File: src/rtl/xm_bus_arbiter.sv
// xm_bus_arbiter: two-master, one-slave Wishbone classic arbiter.
// Round-robin grant held for a whole cyc burst. A stb watchdog aborts
// transfers to a slave that never acks. Owners always change via IDLE,
// so there is at least one s_cyc_o-low cycle between different owners.
module xm_bus_arbiter #(
  parameter int WORD    = 16,
  parameter int ADRW    = 15,
  parameter int TIMEOUT = 255
) (
  input  logic            clk_i,
  input  logic            arst_i,
  // master 0 (CPU memory controller)
  input  logic            m0_cyc_i,
  input  logic            m0_stb_i,
  input  logic            m0_we_i,
  input  logic [1:0]      m0_sel_i,
  input  logic [ADRW-1:0] m0_adr_i,
  input  logic [WORD-1:0] m0_dat_i,
  output logic            m0_ack_o,
  output logic            m0_err_o,
  output logic [WORD-1:0] m0_dat_o,
  // master 1 (DMA / debug)
  input  logic            m1_cyc_i,
  input  logic            m1_stb_i,
  input  logic            m1_we_i,
  input  logic [1:0]      m1_sel_i,
  input  logic [ADRW-1:0] m1_adr_i,
  input  logic [WORD-1:0] m1_dat_i,
  output logic            m1_ack_o,
  output logic            m1_err_o,
  output logic [WORD-1:0] m1_dat_o,
  // slave port
  output logic            s_cyc_o,
  output logic            s_stb_o,
  output logic            s_we_o,
  output logic [1:0]      s_sel_o,
  output logic [ADRW-1:0] s_adr_o,
  output logic [WORD-1:0] s_dat_o,
  input  logic            s_ack_i,
  input  logic [WORD-1:0] s_dat_i,
  output logic [1:0]      gnt_o
);

  // A zero TIMEOUT still needs a legal 1-bit counter; it is simply never compared.
  localparam int CW  = (TIMEOUT > 0) ? $clog2(TIMEOUT + 1) : 1;
  localparam int LIM = (TIMEOUT > 0) ? TIMEOUT - 1 : 0;

  typedef enum logic [1:0] {IDLE, GNT0, GNT1, ABORT} state_t;

  typedef struct packed {
    logic            cyc;
    logic            stb;
    logic            we;
    logic [1:0]      sel;
    logic [ADRW-1:0] adr;
    logic [WORD-1:0] dat;
  } req_t;

  req_t [1:0]  mReq;
  req_t        cur;
  state_t      state;
  logic        last;
  logic        busy;
  logic        own;
  logic        stall;
  logic        wdHit;
  logic [CW-1:0] wdCnt;
  logic [1:0]  errQ;
  logic [1:0]  gntQ;

  assign mReq[0] = {m0_cyc_i, m0_stb_i, m0_we_i, m0_sel_i, m0_adr_i, m0_dat_i};
  assign mReq[1] = {m1_cyc_i, m1_stb_i, m1_we_i, m1_sel_i, m1_adr_i, m1_dat_i};

  assign busy  = (state == GNT0) || (state == GNT1);
  assign own   = (state == GNT1);
  assign cur   = mReq[own];
  assign stall = busy && cur.stb && !s_ack_i;
  // Trip on the stalled cycle that would take the count to TIMEOUT; an ack
  // in that same cycle clears stall, so the ack wins.
  assign wdHit = (TIMEOUT != 0) && stall && (wdCnt == CW'(LIM));

  // Slave side is a plain mux of the owner; everything is low outside GNTn.
  assign s_cyc_o = busy && cur.cyc;
  assign s_stb_o = busy && cur.stb;
  assign s_we_o  = busy && cur.we;
  assign s_sel_o = busy ? cur.sel : '0;
  assign s_adr_o = busy ? cur.adr : '0;
  assign s_dat_o = busy ? cur.dat : '0;

  assign m0_ack_o = (state == GNT0) && s_ack_i && s_stb_o;
  assign m1_ack_o = (state == GNT1) && s_ack_i && s_stb_o;
  assign m0_err_o = errQ[0];
  assign m1_err_o = errQ[1];
  assign m0_dat_o = s_dat_i;
  assign m1_dat_o = s_dat_i;
  assign gnt_o    = gntQ;

  // Arbitration FSM with watchdog; err and gnt are registered with the state.
  always_ff @(posedge clk_i or negedge arst_i) begin
    if (!arst_i) begin
      state <= IDLE;
      last  <= 1'b1;
      wdCnt <= '0;
      errQ  <= '0;
      gntQ  <= '0;
    end else begin
      errQ <= '0;
      case (state)
        IDLE: begin
          wdCnt <= '0;
          if (m0_cyc_i && (!m1_cyc_i || last)) begin
            state <= GNT0;
            last  <= 1'b0;
            gntQ  <= 2'b01;
          end else if (m1_cyc_i) begin
            state <= GNT1;
            last  <= 1'b1;
            gntQ  <= 2'b10;
          end
        end
        GNT0, GNT1: begin
          if (!cur.cyc) begin
            state <= IDLE;
            gntQ  <= '0;
            wdCnt <= '0;
          end else if (wdHit) begin
            state     <= ABORT;
            gntQ      <= '0;
            wdCnt     <= '0;
            errQ[own] <= 1'b1;
          end else if (stall) begin
            wdCnt <= wdCnt + 1'b1;
          end else begin
            wdCnt <= '0;
          end
        end
        ABORT: begin
          // last still names the aborted master; wait for it to let go.
          if (!mReq[last].cyc) state <= IDLE;
        end
        default: state <= IDLE;
      endcase
    end
  end

endmodule

File: config.mk
export PLATFORM = sky130hd
export DESIGN_NAME = xm_bus_arbiter
export DESIGN_NICKNAME = d
export VERILOG_FILES = /design/src/rtl/xm_bus_arbiter.sv
export SDC_FILE = /design/constraint.sdc
export NUM_CORES = 1
export LEC_CHECK = 0
export ABC_CLOCK_PERIOD_IN_PS = 2400
export CAP_MARGIN = 20
export CELL_PAD_IN_SITES_DETAIL_PLACEMENT = 0
export CELL_PAD_IN_SITES_GLOBAL_PLACEMENT = 1
export CORE_UTILIZATION = 20
export DETAILED_ROUTE_END_ITERATION = 12
export GPL_ROUTABILITY_DRIVEN = 0
export PLACE_DENSITY = 0.85
export SLEW_MARGIN = 20
export SYNTH_ARGS = -nofsm -noshare
export SYNTH_HDL_FRONTEND = slang
export SYNTH_SLANG_ARGS = --single-unit
File: constraint.sdc
create_clock -name clk_i -period 2.4 [get_ports clk_i]
set_input_delay 0.6 -clock clk_i [delete_from_list [all_inputs] [get_ports clk_i]]
set_output_delay 0.6 -clock clk_i [all_outputs]
set_load 0.02 [all_outputs]
After elaboration in Yosys (flattened, before gate mapping)

Cells that the tools add are included.

Bits of input ports: 91
Output and inout bits: 74
Bits in registers: 15

Equality and inequality tests: 7
Order comparisons: 3
Add/sub/neg operators: 1
Reductions and logical operators: 22
Muxes and demuxes: 27

Operator list:

| cell                  | number |
|---|---|
| $mux W36              | 4 |
| $mux W8               | 3 |
| $mux W2               | 11 |
| $mux W16              | 1 |
| $pmux W8 S2           | 1 |
| $mux W15              | 1 |
| $logic_and A1 B1 Y1   | 11 |
| $add A8 B1 Y8 const B | 1 |
| $eq A8 B8 Y1 const B  | 1 |
| $ne A3 B3 Y1 const B  | 2 |
| $pmux W2 S3           | 1 |
| $reduce_and A3 Y1     | 2 |
| $eq A2 B2 Y1 const B  | 2 |
| $lt A1 B2 Y1 const B  | 2 |
| $pmux W2 S2           | 1 |
| $reduce_bool A2 Y1    | 2 |
| $mux W1               | 3 |
| $eq A2 B1 Y1 const B  | 1 |
| $logic_not A1 Y1      | 2 |
| $logic_not A2 Y1      | 1 |
| $logic_or A1 B1 Y1    | 2 |
| $ne A2 B2 Y1 const B  | 1 |
| $reduce_and A2 Y1     | 1 |
| $reduce_or A2 Y1      | 1 |
| 2 further kinds       | 2 |

Longest topological paths before layout

Gate-level depths: netlist (run 1).

Word-level depth: 9
Depth in mapped cells: 8
Gate-level depth less buffers: 7

Least setup slack after synthesis (run 1)

No wires, ideal clock.

Path kind: register to output
Start point: register state[0]
End point: output s_adr_o[10]
Data arrival time: 1.583 ns
Path slack: 0.217 ns
Cell stages (with the launch flop): 7
Path through: dfrtp_1 -> inv_1 -> ha_1 -> buf_4 -> buf_2 -> mux2i_1 -> nor2b_1

Cells in the longest elaborated chain, start to end: 4

RTL lines:

| item                                         | line   | source |
|---|---|---|
| from (decl)                                  | 61     | `state_t state;` |
| from (signal assigned)                       | 101    | `state <= IDLE;` |
| from (signal assigned)                       | 112    | `state <= GNT0;` |
| from (signal assigned)                       | 116    | `state <= GNT1;` |
| $eq A2 B2 Y1                                 | 74, 75 |  |
| $mux W36 (not written as such) (2 in series) | 76     | `assign cur = mReq[own];` |
| $mux W15 *                                   | 87     | `assign s_adr_o = busy ? cur.adr : '0;` |
| to (decl)                                    | 37     | `output logic [ADRW-1:0] s_adr_o,` |

Every way passes the cells marked *; elsewhere a longest branch is shown, timed or not. The select of a mux whose other input is x is not followed.

Worst setup path in the final report (run 1)

Start point: register state[0]
End point: output s_stb_o

Cells in the longest elaborated chain, start to end: 4

RTL lines:

| item                                         | line   | source |
|---|---|---|
| $eq A2 B2 Y1                                 | 74, 75 |  |
| $mux W36 (not written as such) (2 in series) | 76     |  |
| $logic_and A1 B1 Y1 *                        | 84     | `assign s_stb_o = busy && cur.stb;` |
| to (decl)                                    | 34     | `output logic s_stb_o,` |

Marked as above.

==> metrics.cfg, run 1 <==
[status]
status = finished clean

[clock_network]
root_buffer = clkbuf_8
cts_max_path_buffers = 2
cts.sink_count = 15
cts.htree.levels = 1
cts_buffers = 3
cts.clk_slew.worst_paths_ps = 60
worstSkewPairLatency_ps = 240
cts_tree = built
hold_buffers = 0

[logic_synthesis]
yosys.cell_types.count = 43
yosys.area_share.xor_xnor_pct = 1.46
avgSynthCellArea_um2 = 8.48
synth_nets = 312
synth_top_family_by_area = simple AND/OR/NAND/NOR gates
synth-simple-area-share_pct = 25.2
synth_mux_area_share_pct = 20.6
yosysSeqAreaShare_pct = 20.9
ys_ff_latch = 15
synth_compound_area_share_pct = 8.73
async_flop_share_pct = 100
synth_adder_area_share_pct = 5.54
synth_top_area_cell = mux2i_1
synth_top_cell_area_share_pct = 20.0
yosysWarnings = 0
synth_edf_count = 0
postSynthCellCount = 213
syn-cell-area_um2 = 1810
ys.flop_type = dfrtp_1
ys_top_cells_by_area = mux2i_1 20%, dfrtp_1 19%, buf_4 14%, nor2b_1 12%, ha_1 5.5%

[pwr]
powerDensity_nw_per_um2 = 1190
ir_worst_vdd_mv = 0.803
p_leak_nw = 1.29
p_total_mw = 3.69

[sta]
worst_pin_slew_ps = 704
hold_viol = 0
slew_violations = 0
timing.fmax_mhz = 428
slew_headroom_pct = 53.0
finalCritPeriodShare_pct = 97.4
fin_crit_ps = 2340
finalSetupViolCount = 0
skew_ps = 5.52

[drt]
postRouteAntennaNets = 0
viasPerCell = 4.30
remaining_drc_errors = 0
dr.first_iter.drc_count = 16
drt-total-wl_mm = 5.93
post_drt_wl_per_cell_um = 13.9
drt_pass1_iterations = 4
via_count = 1829

[critical_path]
crit_path_start = state[0]
reg2reg_depth = 7
criticalPathCategory = flop to primary output
crit_path_top_delay_cell = dfrtp_1
cp-endpoint = s_stb_o
path_cells = inv_2 -> ha_4 -> mux2i_2 -> nor2b_2 -> buf_4 -> clkdlybuf4s15_2
worst_ep_required_time_ps = 1800
worstPathMaxFanout = 5
rr_startpoint = state[0]
crit_arrival_ps = 1740
start_kind = flop
r2r_slack_ps = 480
end_kind = primary output
max_stage_delay_ps = 390
r2r_end = state[0]

[grt]
track_usage_pct = 11.9
antenna_found_initial = 0
grt_overflow = 0
grt_pass1_wl_mm = 9.15
grt_max_degree = 21
grt_pass1_vias = 1800

[floorplanning]
rows = 34
pin_count = 165
core-area_um2 = 8720
start_util_pct = 20.7
fp.dieH_um = 97.0
fp.dieArea_um2 = 9410
die_w_um = 97.0

[layout]
syn2layout_area_growth_pct = 72.1
layout.nets = 417
drive_gt1_share_pct = 24.9
final_cell_count_no_fill = 425
final_area_um2 = 3110
n_antenna_cell = 0

[placement]
port_buffers = 116
dp_hpwl_mm = 4.18
dp.cells = 411
dpl_cell_area_um2 = 2960

[worst_hold_path]
hp-class = flop to flop

[run]
max_cap_violations = 0

==> cell type report <==
class / instances / area, µm²
flip-flops and latches: 15 / 377
inverters: 10 / 37.5
well taps: 108 / 135
clock buffers: 4 / 45.0
repair buffers: 141 / 1370
multi-input cells: 147 / 1140
fillers: 898 / 5610
==> critical path, delay by kind of cell (launching register included) <==
kind                     cells  cell delay (ps)
multiplexers                 1              300
AND/OR/NAND/NOR              1               90
buffers and inverters        3              480
adder cells (fa/ha/maj)      1              240
flip-flops                   1              390
==> logic make-up after synthesis <==
logic type               after synthesis
flip-flops                            15
AND/OR/NAND/NOR                       76
multiplexers                          37
AO/OA/AOI/OAI                         23
adder cells (fa/ha/maj)                8
XOR/XNOR                               3
buffers and inverters                 51
==> per-stage QoR <==
step	setup slack (ps)	util (%)	hold WS [ps]	setup TNS, ps
final	62.2	35.6	541	0
after global routing	-0.368	35.6	583	-0.368
after CTS	18.9	34.8	539	0
after detailed placement	-379	33.9	525	-4160
after global placement	-359	33.9	516	-3610
after floorplan	217	-	304	0
==> power breakdown <==
group	leakage [nW]	switching [mW]	internal, mW
Sequential	0.201	0.0460	0.302
Clock	0.0228	0.0836	0.117
Combinational	1.06	1.54	1.61
Total	1.29	1.67	2.03
==> synthesized netlist by cell type (2+ instances only) <==
cell type	count
xnor2_1	2
a31oi_1	2
clkbuf_1	5
nor3b_1	2
and4_1	2
nor2b_1	36
nand3_1	4
o211ai_1	2
nor2_1	7
ha_1	8
inv_1	9
nand4b_1	2
and2_1	2
mux2i_1	36
buf_4	33
and3_1	3
dfrtp_1	14
o22ai_1	2
nand2_1	10
o21ai_1	4
a21oi_1	3
buf_2	3
nand4_1	2
==> cell usage in the layout, fill, tap and decap left out, drive strengths merged, types with 8 or more instances in the layout <==
master         Yosys  final
clkdlybuf4s50      0     78
nor2b             36     36
buf               36     42
mux2i             36     36
inv               10     10
dfrtp             14     14
ha                 8      8
nand2             10     10
clkdlybuf4s15      0     17
==> flip-flops by register name (all words and copies together), names as in the netlist <==
name   cells
wdCnt      8
gnt_o      2
last       1
state      2
errQ       2
==> timing repair <==
| item | 4_1_cts | 5_1_grt |
|---|---|---|
| endpoints found under the hold margin | 0 | 0 |
| setup endpoints to repair | 38 | 16 |
| setup buffers | 2 | 5 |
| resized for setup | 132 | 10 |
| pin swaps | 1 | 0 |
| gates cloned | 2 | 1 |
==> routing by layer <==
| metal | up-vias | global-route usage, % | part of all wire (%) |
|---|---|---|---|
| li1 | 912 | - | - |
| met2 | 67 | 21.3 | 49 |
| met3 | 6 | 1.23 | 5.8 |
| met4 | 0 | 3.10 | 0.98 |
| met1 | 844 | 15.0 | 44 |
| met5 | - | 0 | 0 |
==> how the worst min path moves through the flow <==
stage	from	end	slack [ps]	cells after the start
global route	gnt_o[1]	gnt_o[1]	580	2
detailed placement	wdCnt[1]	wdCnt[1]	520	2
finish	wdCnt[1]	wdCnt[1]	540	2
CTS	wdCnt[1]	wdCnt[1]	540	2
floorplan	arst_i	errQ[0]	300	0
global placement	gnt_o[1]	gnt_o[1]	520	2
Power figures use the tool's default switching activity.
==> run 2, diff against run 1 <==
--- a/config.mk
+++ b/config.mk
@@ -14,3 +14,3 @@
 export GPL_ROUTABILITY_DRIVEN = 0
-export PLACE_DENSITY = 0.85
+export PLACE_DENSITY = 0.86
 export SLEW_MARGIN = 20
--- a/constraint.sdc
+++ b/constraint.sdc
@@ -3,2 +3,2 @@
 set_output_delay 0.6 -clock clk_i [all_outputs]
-set_load 0.02 [all_outputs]
+set_load 0.005 [all_outputs]
==> metrics.cfg, run 2 (synthesis results as in run 1) <==
[layout]
layout.nets = 415  ; was 417
final_cell_mix = 76 x clkdlybuf4s50_1, 33 x mux2i_1, 30 x nor2b_1  ; was 78 x clkdlybuf4s50_1, 35 x nor2b_1, 34 x mux2i_1
largest_reg_flops = 8  ; unchanged
drive_gt1_share_pct = 21.0  ; was 24.9%
postLayoutCoreUtil_pct = 36.1  ; was 35.6%
regMostFlops = wdCnt  ; unchanged
syn2layout_area_growth_pct = 74.5  ; was 72.1%
num-fill-cells = 901  ; was 898
multi_input_area_um2 = 1190  ; was 1140 µm²
register_area_um2 = 378  ; was 377 µm²
layout_commonest_cell = clkdlybuf4s50_1  ; unchanged
n_antenna_cell = 0  ; unchanged

[floorplanning]
die_w_um = 97.0  ; unchanged
rows = 34  ; unchanged
pin_count = 165  ; unchanged
core-area_um2 = 8720  ; unchanged
fp.dieH_um = 97.0  ; unchanged
start_util_pct = 20.7  ; unchanged
fp.dieArea_um2 = 9410  ; unchanged

[sta]
slew_headroom_pct = 51.0  ; was 53.0%
tns_ps = 0  ; unchanged
finalSetupViolCount = 0  ; unchanged
whs_ps = 547  ; was 541 ps
timing.fmax_mhz = 421  ; was 428 MHz
rsz0062_at_grt = yes
skew_ps = 8.24  ; was 5.52 ps
fin_crit_ps = 2370  ; was 2340 ps
finalCritPeriodShare_pct = 98.9  ; was 97.4%
hold_viol = 0  ; unchanged
worst_pin_slew_ps = 732  ; was 704 ps
slew_violations = 0  ; unchanged

[drt]
drt_pass1_iterations = 4  ; unchanged
post_drt_wl_per_cell_um = 14.9  ; was 13.9 µm
remaining_drc_errors = 0  ; unchanged
postRouteAntennaNets = 0  ; unchanged
drt-total-wl_mm = 6.31  ; was 5.93 mm
dr.first_iter.drc_count = 31  ; was 16
viasPerCell = 4.37  ; was 4.30
via_count = 1847  ; was 1829

[critical_path]
crit_arrival_ps = 1770  ; was 1740 ps
worstPathMaxFanout = 11  ; was 5
end_kind = primary output  ; unchanged
criticalPathCategory = flop to primary output  ; unchanged
start_kind = flop  ; unchanged
worst_ep_required_time_ps = 1800  ; about the same

[grt]
gr-usage-met3_pct = 1.81  ; was 1.23%
antenna_found_initial = 0  ; unchanged
grt_busiest_layer = met2  ; unchanged
grt_overflow = 0  ; unchanged
grt_pass1_wl_mm = 9.36  ; was 9.15 mm
met1_usage_pct = 15.0  ; about the same
track_usage_pct = 12.4  ; was 11.9%
grtUsageMet2_pct = 22.4  ; was 21.3%
grt_max_degree = 23  ; was 21
grt_pass1_vias = 1858  ; was 1800

[pwr]
p_leak_nw = 1.39  ; was 1.29 nW
powerDensity_nw_per_um2 = 1110  ; was 1190 nW/µm²
ir_worst_vdd_mv = 0.886  ; was 0.803 mV

[placement]
dp_hpwl_mm = 4.36  ; was 4.18 mm
port_buffers = 116  ; unchanged

[clock_network]
cts_max_path_buffers = 2  ; unchanged
root_buffer = clkbuf_8  ; unchanged
hold_buffers = 0  ; unchanged
cts.htree.levels = 1  ; unchanged
cts.sink_count = 15  ; unchanged
cts_buffers = 3  ; unchanged
cts_tree = built  ; unchanged
cts.clk_slew.worst_paths_ps = 70  ; was 60 ps
worstSkewPairLatency_ps = 250  ; was 240 ps

[worst_hold_path]
hp-class = flop to flop  ; unchanged

[status]
status = finished clean  ; unchanged

[run]
max_cap_violations = 0  ; unchanged

==> run 2: cell types whose count changed in the layout (fill, tap and decap cells not counted), sizes merged, moves of 2 or more <==
| cell | before | now |
|---|---|---|
| buf | 42 | 20 |
| clkbuf | 7 | 24 |
| dlygate4sd2 | 0 | 16 |
| clkdlybuf4s15 | 17 | 3 |
| dlymetal6s2s | 0 | 4 |
| clkdlybuf4s50 | 78 | 76 |
==> run 2: layout make-up <==
cell class,count,share of cell area (%)
timing repair buffer,139,43.2
clock buffer,4,1.43
multi-input combinational,147,37.9
tap,108,4.29
inverter,10,1.19
sequential,15,12.0
==> run 2: routing by layer <==
layer  vias up  part of all wire, %
li1        906                    -
met1       862                   43
met2        73                   50
met3         6                  6.1
met4         0                 0.73
met5         -                    0
==> run 2: what timing repair did <==
item | CTS | global route
setup endpoints to repair | 38 | 10
gates resized for setup | 49 | 51
buffers inserted | 2 | 6
cloned | 2 | 3
pin swaps | 1 | 1
==> run 2: critical path, cell delays in order (launching register included) <==
cell,delay [ps]
dfrtp_1,360
inv_2,60
buf_4,140
ha_4,340
buf_6,120
clkbuf_16,150
nor2b_1,130
clkdlybuf4s15_1,210
==> run 2: final timing paths <==
check | from | to | slack [ps] | depth (start not counted)
worst max-delay path | state[0] | s_adr_o[13] | 30 | 7
worst min-delay path | wdCnt[1] | wdCnt[1] | 550 | 2
worst max register to register | state[0] | state[1] | 370 | 8
worst min register to register | wdCnt[1] | wdCnt[1] | 550 | 2
max in group asynchronous | arst_i | state[1] | 1110 | 1
min in group asynchronous | arst_i | wdCnt[2] | 780 | 1
==> run 2: power breakdown <==
part / switching, mW / internal (mW)
combinational: 1.19 / 1.74
sequential: 0.0467 / 0.303
clock: 0.0913 / 0.118
==> run 2: stage by stage <==
stage                     cell area (µm²)  total power [mW]  setup slack, ps  std cells
after CTS                            3050              3.09             -175        415
after detailed placement             2930              2.79             -268        407
after global placement               2930              2.75             -249        407
after global routing                 3150              3.75            -55.0        423
final                                3150              3.49             26.7        423
after floorplan                      1810              1.54              380        213
==> run 3, diff against run 2 <==
CTS_CLUSTER_DIAMETER = 30   (was default)
==> results of run 3 <==
No change in the layout: final DEF, timing and power equal those of run 2.
==> RTL change 1: new RTL, settings of run 3 <==
The 4 states of `state_t` get a one-hot encoding in 4 bits.
--- a/src/rtl/xm_bus_arbiter.sv
+++ b/src/rtl/xm_bus_arbiter.sv
@@ -45,7 +45,7 @@
   localparam int CW  = (TIMEOUT > 0) ? $clog2(TIMEOUT + 1) : 1;
   localparam int LIM = (TIMEOUT > 0) ? TIMEOUT - 1 : 0;
 
-  typedef enum logic [1:0] {IDLE, GNT0, GNT1, ABORT} state_t;
+  typedef enum logic [3:0] {IDLE = 4'b0001, GNT0 = 4'b0010, GNT1 = 4'b0100, ABORT = 4'b1000} state_t;
 
   typedef struct packed {
     logic            cyc;
Function: no difference found for any inputs over 10 cycles, from zero or initial values and one cycle with arst_i low; not proved beyond that.
==> RTL change 1 against run 3 <==
  * Register-to-register slack better by 0.15 ns
  * Wire length down 2.8%
  * Maximum frequency up 2.0%
  * Area after synthesis down 0.35%
  * Cell area down 1.6%
  * Critical path depth down 2
  * Setup slack better by 0.046 ns
  * Sequential cell count up 2
  * Highest routed layer unchanged
  * Non-clock buffer count up 5
  * Sequential share of layout area up 1.8 points
Power is not compared: it rests on default switching activity, and its combinational part moved more than twofold at a synthesized area within 25%.
==> RTL change 1: results (changes against run 3) <==
| Step | Metric | Value | Delta |
|:---|:---|:---|:---|
| synth | List of most frequent post-synthesis cells | 78 x sky130_fd_sc_hd__nand2_1, 37 x sky130_fd_sc_hd__a21oi_1, 35 x sky130_fd_sc_hd__buf_4, 15 x sky130_fd_sc_hd__dfrtp_1, 7 x sky130_fd_sc_hd__clkbuf_1 |  |
| cells and area | Final nets | 452 | +8.9% |
| cells and area | Share of cells above drive strength 1 | 15.1% | -5.9 points |
| setup path | Stage delay of the slowest cell on the critical path | 0.42 ns | +0.06 ns |
| setup path | Critical path arrival | 1.73 ns | -0.04 ns |
| synth | Cells taking the most area after synthesis | sky130_fd_sc_hd__dfrtp_1 21%, sky130_fd_sc_hd__nand2_1 16%, sky130_fd_sc_hd__buf_4 15%, sky130_fd_sc_hd__a21oi_1 10%, sky130_fd_sc_hd__dfstp_2 2.9% |  |
| detailed routing | Average routed wire per standard cell | 13.2 um | -12% |
| global routing | First-pass GRT wire length | 9830 um | +5.0% |
| setup path | Cell with the largest stage delay on the worst path | sky130_fd_sc_hd__clkdlybuf4s50_1 |  |
| sta | Worst slew pin tran | 0.565 ns | -0.168 ns |
| detailed routing | 1st-iter DRT viols | 91 | +190% |
| detailed routing | Total number of vias | 2094 | +13% |
| placement | Pre-CTS worst setup slack | -0.346 ns | -0.0774 ns |
| pwr | Leakage power total | 1.42 nW |  |
| detailed routing | Metal-1 WL | 2630 um | -3.0% |
| global routing | Pin count of the biggest net entering global routing | 35 | +52% |
| detailed routing | Via-per-instance ratio | 4.49 | +2.9% |
| global routing | Combined global-route utilization of all metal layers | 12.5% | +0.16 points |
| pwr | Combinational Power | 0.00139 W |  |
| cells and area | Top Registers | wdCnt (8), state (4) |  |
| synth | Proportion of synthesized chip area in sequential cells | 23.8% | +2.9 points |
| synth | Syn Nets | 350 | +12% |
| cells and area | FILL cells | 937 | +4.0% |
| detailed routing | Met2 WL post-DR | 3060 um | -3.3% |
| setup path | Maximum net fanout on the critical path | 2 | -9 |
| pwr | Part of the total power dissipated in the clock network | 11.0% |  |
| synth | Number of instances in the synthesized netlist | 257 | +21% |
| synth | Cell variety after synth | 45 | +4.7% |
| outcome | Status | completed |  |
| detailed routing | Met3 wirelength from detailed routing | 369 um | -4.7% |
## RTL change 1: cell types whose count changed after synthesis, sizes merged, moves of 6 or more
| cell | run 3 | this run |
|---|---|---|
| nand2 | 10 | 78 |
| mux2i | 36 | 2 |
| ha | 8 | 2 |
| nor2b | 36 | 2 |
| a21oi | 3 | 37 |
| inv | 10 | 4 |
## RTL change 1: cell families after synthesis
logic type                 after synthesis  share of synthesized area [%]
and+or+nand+nor                        121                           32.1
AOI/OAI and AO/OA                       62                           21.7
buffers and inverters                   51                           19.0
DFF                                     17                           23.8
adders and majority gates                2                           1.39
muxes                                    2                           1.11
xor gates and xnor gates                 2                          0.974
## RTL change 1: final timing paths
path | start | to | slack, ns | cells after the start
max | m1_cyc_i | s_cyc_o | 0.07 | 5
min in group asynchronous | arst_i | state[3] | 0.67 | 2
min | wdCnt[7] | wdCnt[7] | 0.52 | 1
max in group asynchronous | arst_i | last | 1.47 | 2
max reg2reg | state[1] | wdCnt[0] | 0.52 | 7
min reg2reg | wdCnt[7] | wdCnt[7] | 0.52 | 1
## RTL change 1: worst reg2reg max path, stage by stage, from the launching register on
cell                      delay (ns)
sky130_fd_sc_hd__dfrtp_1        0.41
sky130_fd_sc_hd__buf_4          0.21
sky130_fd_sc_hd__and3b_2        0.24
sky130_fd_sc_hd__buf_4          0.13
sky130_fd_sc_hd__buf_4          0.12
sky130_fd_sc_hd__o22ai_2        0.34
sky130_fd_sc_hd__or3_4          0.23
sky130_fd_sc_hd__mux2i_1        0.07
## RTL change 1: final cells by class
class | instances | share of cell area (%)
Sequential cell | 17 | 13.8
Inverter | 4 | 0.484
Clock buffer | 3 | 1.33
Timing Repair Buffer | 144 | 45.7
Multi-Input combinational cell | 189 | 34.2
Tap cell | 108 | 4.36
Clock inverter | 1 | 0.161
## RTL change 1: stage by stage
step / util [%] / area (sq um)
2_1_floorplan: - / 1800
3_3_place_gp: 34.5 / 3010
3_5_place_dp: 34.5 / 3010
4_1_cts: 35.5 / 3100
5_1_grt: 35.5 / 3100
6_report: 35.5 / 3100
## RTL change 1: metal layers
layer	track usage, %	vias to the layer above
li1	-	1050
met1	15.2	959
met2	22.6	76
met3	2.02	9
met4	3.44	0
met5	0	-
## RTL change 1: repair_timing
action,4_1_cts,5_1_grt
buffers inserted,2,1
resized for setup,51,15
pin swaps,3,1
setup endpoints to repair,38,14
gates cloned,1,0
==> RTL change 2: new RTL, config.mk and constraints of run 3 <==
Made on the original files. `ADRW`: 15 -> 16.
--- a/src/rtl/xm_bus_arbiter.sv
+++ b/src/rtl/xm_bus_arbiter.sv
@@ -4,7 +4,7 @@
 // so there is at least one s_cyc_o-low cycle between different owners.
 module xm_bus_arbiter #(
   parameter int WORD    = 16,
-  parameter int ADRW    = 15,
+  parameter int ADRW    = 16,
   parameter int TIMEOUT = 255
 ) (
   input  logic            clk_i,
Interface: changed (resized m0_adr_i, m1_adr_i and s_adr_o); port bits go from 165 to 168. No check against the original RTL was run, so the function may have changed too.
==> RTL change 2 against run 3 <==
  * Wire length shrank 6.5%
  * Hold slack got worse by 0.0087 ns
  * Sequential share of layout area fell by 0.39 points
  * Via count grew 2.2%
  * Power decreased by 7.2%
  * Setup slack improved by 0.027 ns
  * Sequential cell count did not move
  * Area after synthesis is 0.55% higher
  * Die area rose by 0.55%
  * First-iteration DRC count rose by 9.7%
  * Cell area grew 3.1%
==> RTL change 2: results (changes against run 3) <==
| Step | Metric | Value | Delta |
|:---|:---|:---|:---|
| detailed routing | Number of detailed-route iterations in the first pass | 5 | +1 |
| min path | Class of the worst hold path | flip-flop to flip-flop |  |
| global routing | Pin count of the biggest net entering global routing | 20 | -13% |
| clock tree | Maximum clock path buffer count | 2 | unchanged |
| pwr | Power in sequential cells | 0.000346 W | -1% |
| min path | Endpoint with the worst hold slack | gnt_o[1] |  |
| cells and area | Share of cells above drive strength 1 | 15.3% | -5.6 points |
| synth | Syn Nets | 316 | +1.3% |
| setup path | Stage delay of the slowest cell on the critical path | 0.39 ns | +0.03 ns |
| setup path | Worst reg2reg setup slack | 0.47 ns | +0.10 ns |
| synth | Cells taking the most area after synthesis | sky130_fd_sc_hd__mux2i_1 20%, sky130_fd_sc_hd__dfrtp_1 19%, sky130_fd_sc_hd__buf_4 13%, sky130_fd_sc_hd__nor2b_1 13%, sky130_fd_sc_hd__ha_1 5.5% |  |
| placement | Placed cell areas | 3100 sq um | +5.6% |
| placement | IO buf count | 119 | +2.6% |
| setup path | Maximum net fanout on the critical path | 10 | -1 |
| synth | Cell variety after synth | 40 | -7.0% |
| setup path | Critical path arrival | 1.75 ns | -0.02 ns |
| pwr | Internal power | 0.00203 W | -6.3% |
| setup path | Cells on worst reg2reg path | 9 | +1 |
| placement | Cell total after placement | 425 | +4.4% |
| sta | Relative max-transition margin | 53.1% | +2.0 points |
| pwr | Sequential cell fraction of total power | 10.7% | +0.7 points |
| setup path | End point of the critical path | s_dat_o[15] |  |
| placement | Post-detail-place hpwl | 4520 um | +3.6% |
| cells and area | Max FFs per register | 8 | unchanged |
| global routing | Combined global-route utilization of all metal layers | 12.1% | -0.26 points |
| pwr | Leakage power total | 1.40 nW | +0.77% |
| placement | Pre-CTS worst setup slack | -0.185 ns | +0.0839 ns |
| pwr | Maximum VDD drop | 0.000455 V | -49% |
| clock tree | Skew-Pair Late Insertion Delay | 0.25 ns | about the same |
| synth | List of most frequent post-synthesis cells | 37 x sky130_fd_sc_hd__mux2i_1, 37 x sky130_fd_sc_hd__nor2b_1, 32 x sky130_fd_sc_hd__buf_4, 14 x sky130_fd_sc_hd__dfrtp_1 |  |
| pwr | Combinational Power | 0.00268 W | -8.5% |
| sta | Top achievable clock speed | 426 MHz | +1.2% |
| global routing | First-pass GRT wire length | 9410 um | +0.51% |
| synth | Proportion of synthesized chip area in sequential cells | 20.7% | -0.12 points |
| outcome | Status | completed |  |
| detailed routing | WL final | 5900 um | -6.5% |
| detailed routing | Via-per-instance ratio | 4.35 | -0.37% |
| sta | Worst hold slack after final layout | 0.538 ns | -0.00865 ns |
| synth | Number of instances in the synthesized netlist | 215 | +0.94% |
| min path | Source of the worst hold timing path | gnt_o[1] |  |
| sta | Worst clock skew | 0.00312 ns | -0.00512 ns |
| detailed routing | Total number of vias | 1888 | +2.2% |
| detailed routing | 1st-iter DRT viols | 34 | +9.7% |
==> RTL change 2: worst register-to-register path, cell delays in order (launching register included) <==
cell and delay (ns):
sky130_fd_sc_hd__dfrtp_1 0.39, sky130_fd_sc_hd__inv_2 0.11, sky130_fd_sc_hd__ha_4 0.19, sky130_fd_sc_hd__buf_12 0.11
sky130_fd_sc_hd__mux2i_2 0.22, sky130_fd_sc_hd__buf_4 0.15, sky130_fd_sc_hd__nor4b_2 0.04, sky130_fd_sc_hd__buf_4 0.15
sky130_fd_sc_hd__o21ba_2 0.24, sky130_fd_sc_hd__a32o_1 0.22
==> RTL change 2: timing repair <==
| item | CTS | global route |
|---|---|---|
| buffers inserted | 2 | 3 |
| gates resized for setup | 58 | 10 |
| gates cloned | 1 | 0 |
| pin swaps | 1 | 0 |
| endpoints found under the hold margin | 0 | 0 |
| setup endpoints to repair | 39 | 22 |
==> RTL change 2: logic make-up after synthesis <==
| group | synth area share [%] |
|---|---|
| buffers and inverters | 17.4 |
| adders and majority gates | 5.51 |
| muxes | 21.0 |
| xor gates and xnor gates | 1.45 |
| and+or+nand+nor | 25.4 |
| DFF | 20.7 |
| AOI/OAI and AO/OA | 8.48 |
==> RTL change 2: layout make-up <==
class	instances	area [sq um]
well taps	108	135
repair buffers	148	1470
inverters	10	37.5
multi-input cells	149	1180
fillers	903	5520
clock buffers	4	45.0
flip-flops and latches	15	377
==> RTL change 2: per-layer routing <==
| layer | wire [um] | track usage (%) | up-vias | part of all wire, % |
|---|---|---|---|---|
| met1 | 2460 | 14.8 | 876 | 42 |
| met3 | 405 | 1.94 | 16 | 6.9 |
| li1 | - | - | 925 | - |
| met5 | 0 | 0 | - | 0 |
| met4 | 97 | 4.75 | 0 | 1.6 |
| met2 | 2930 | 21.1 | 71 | 50 |
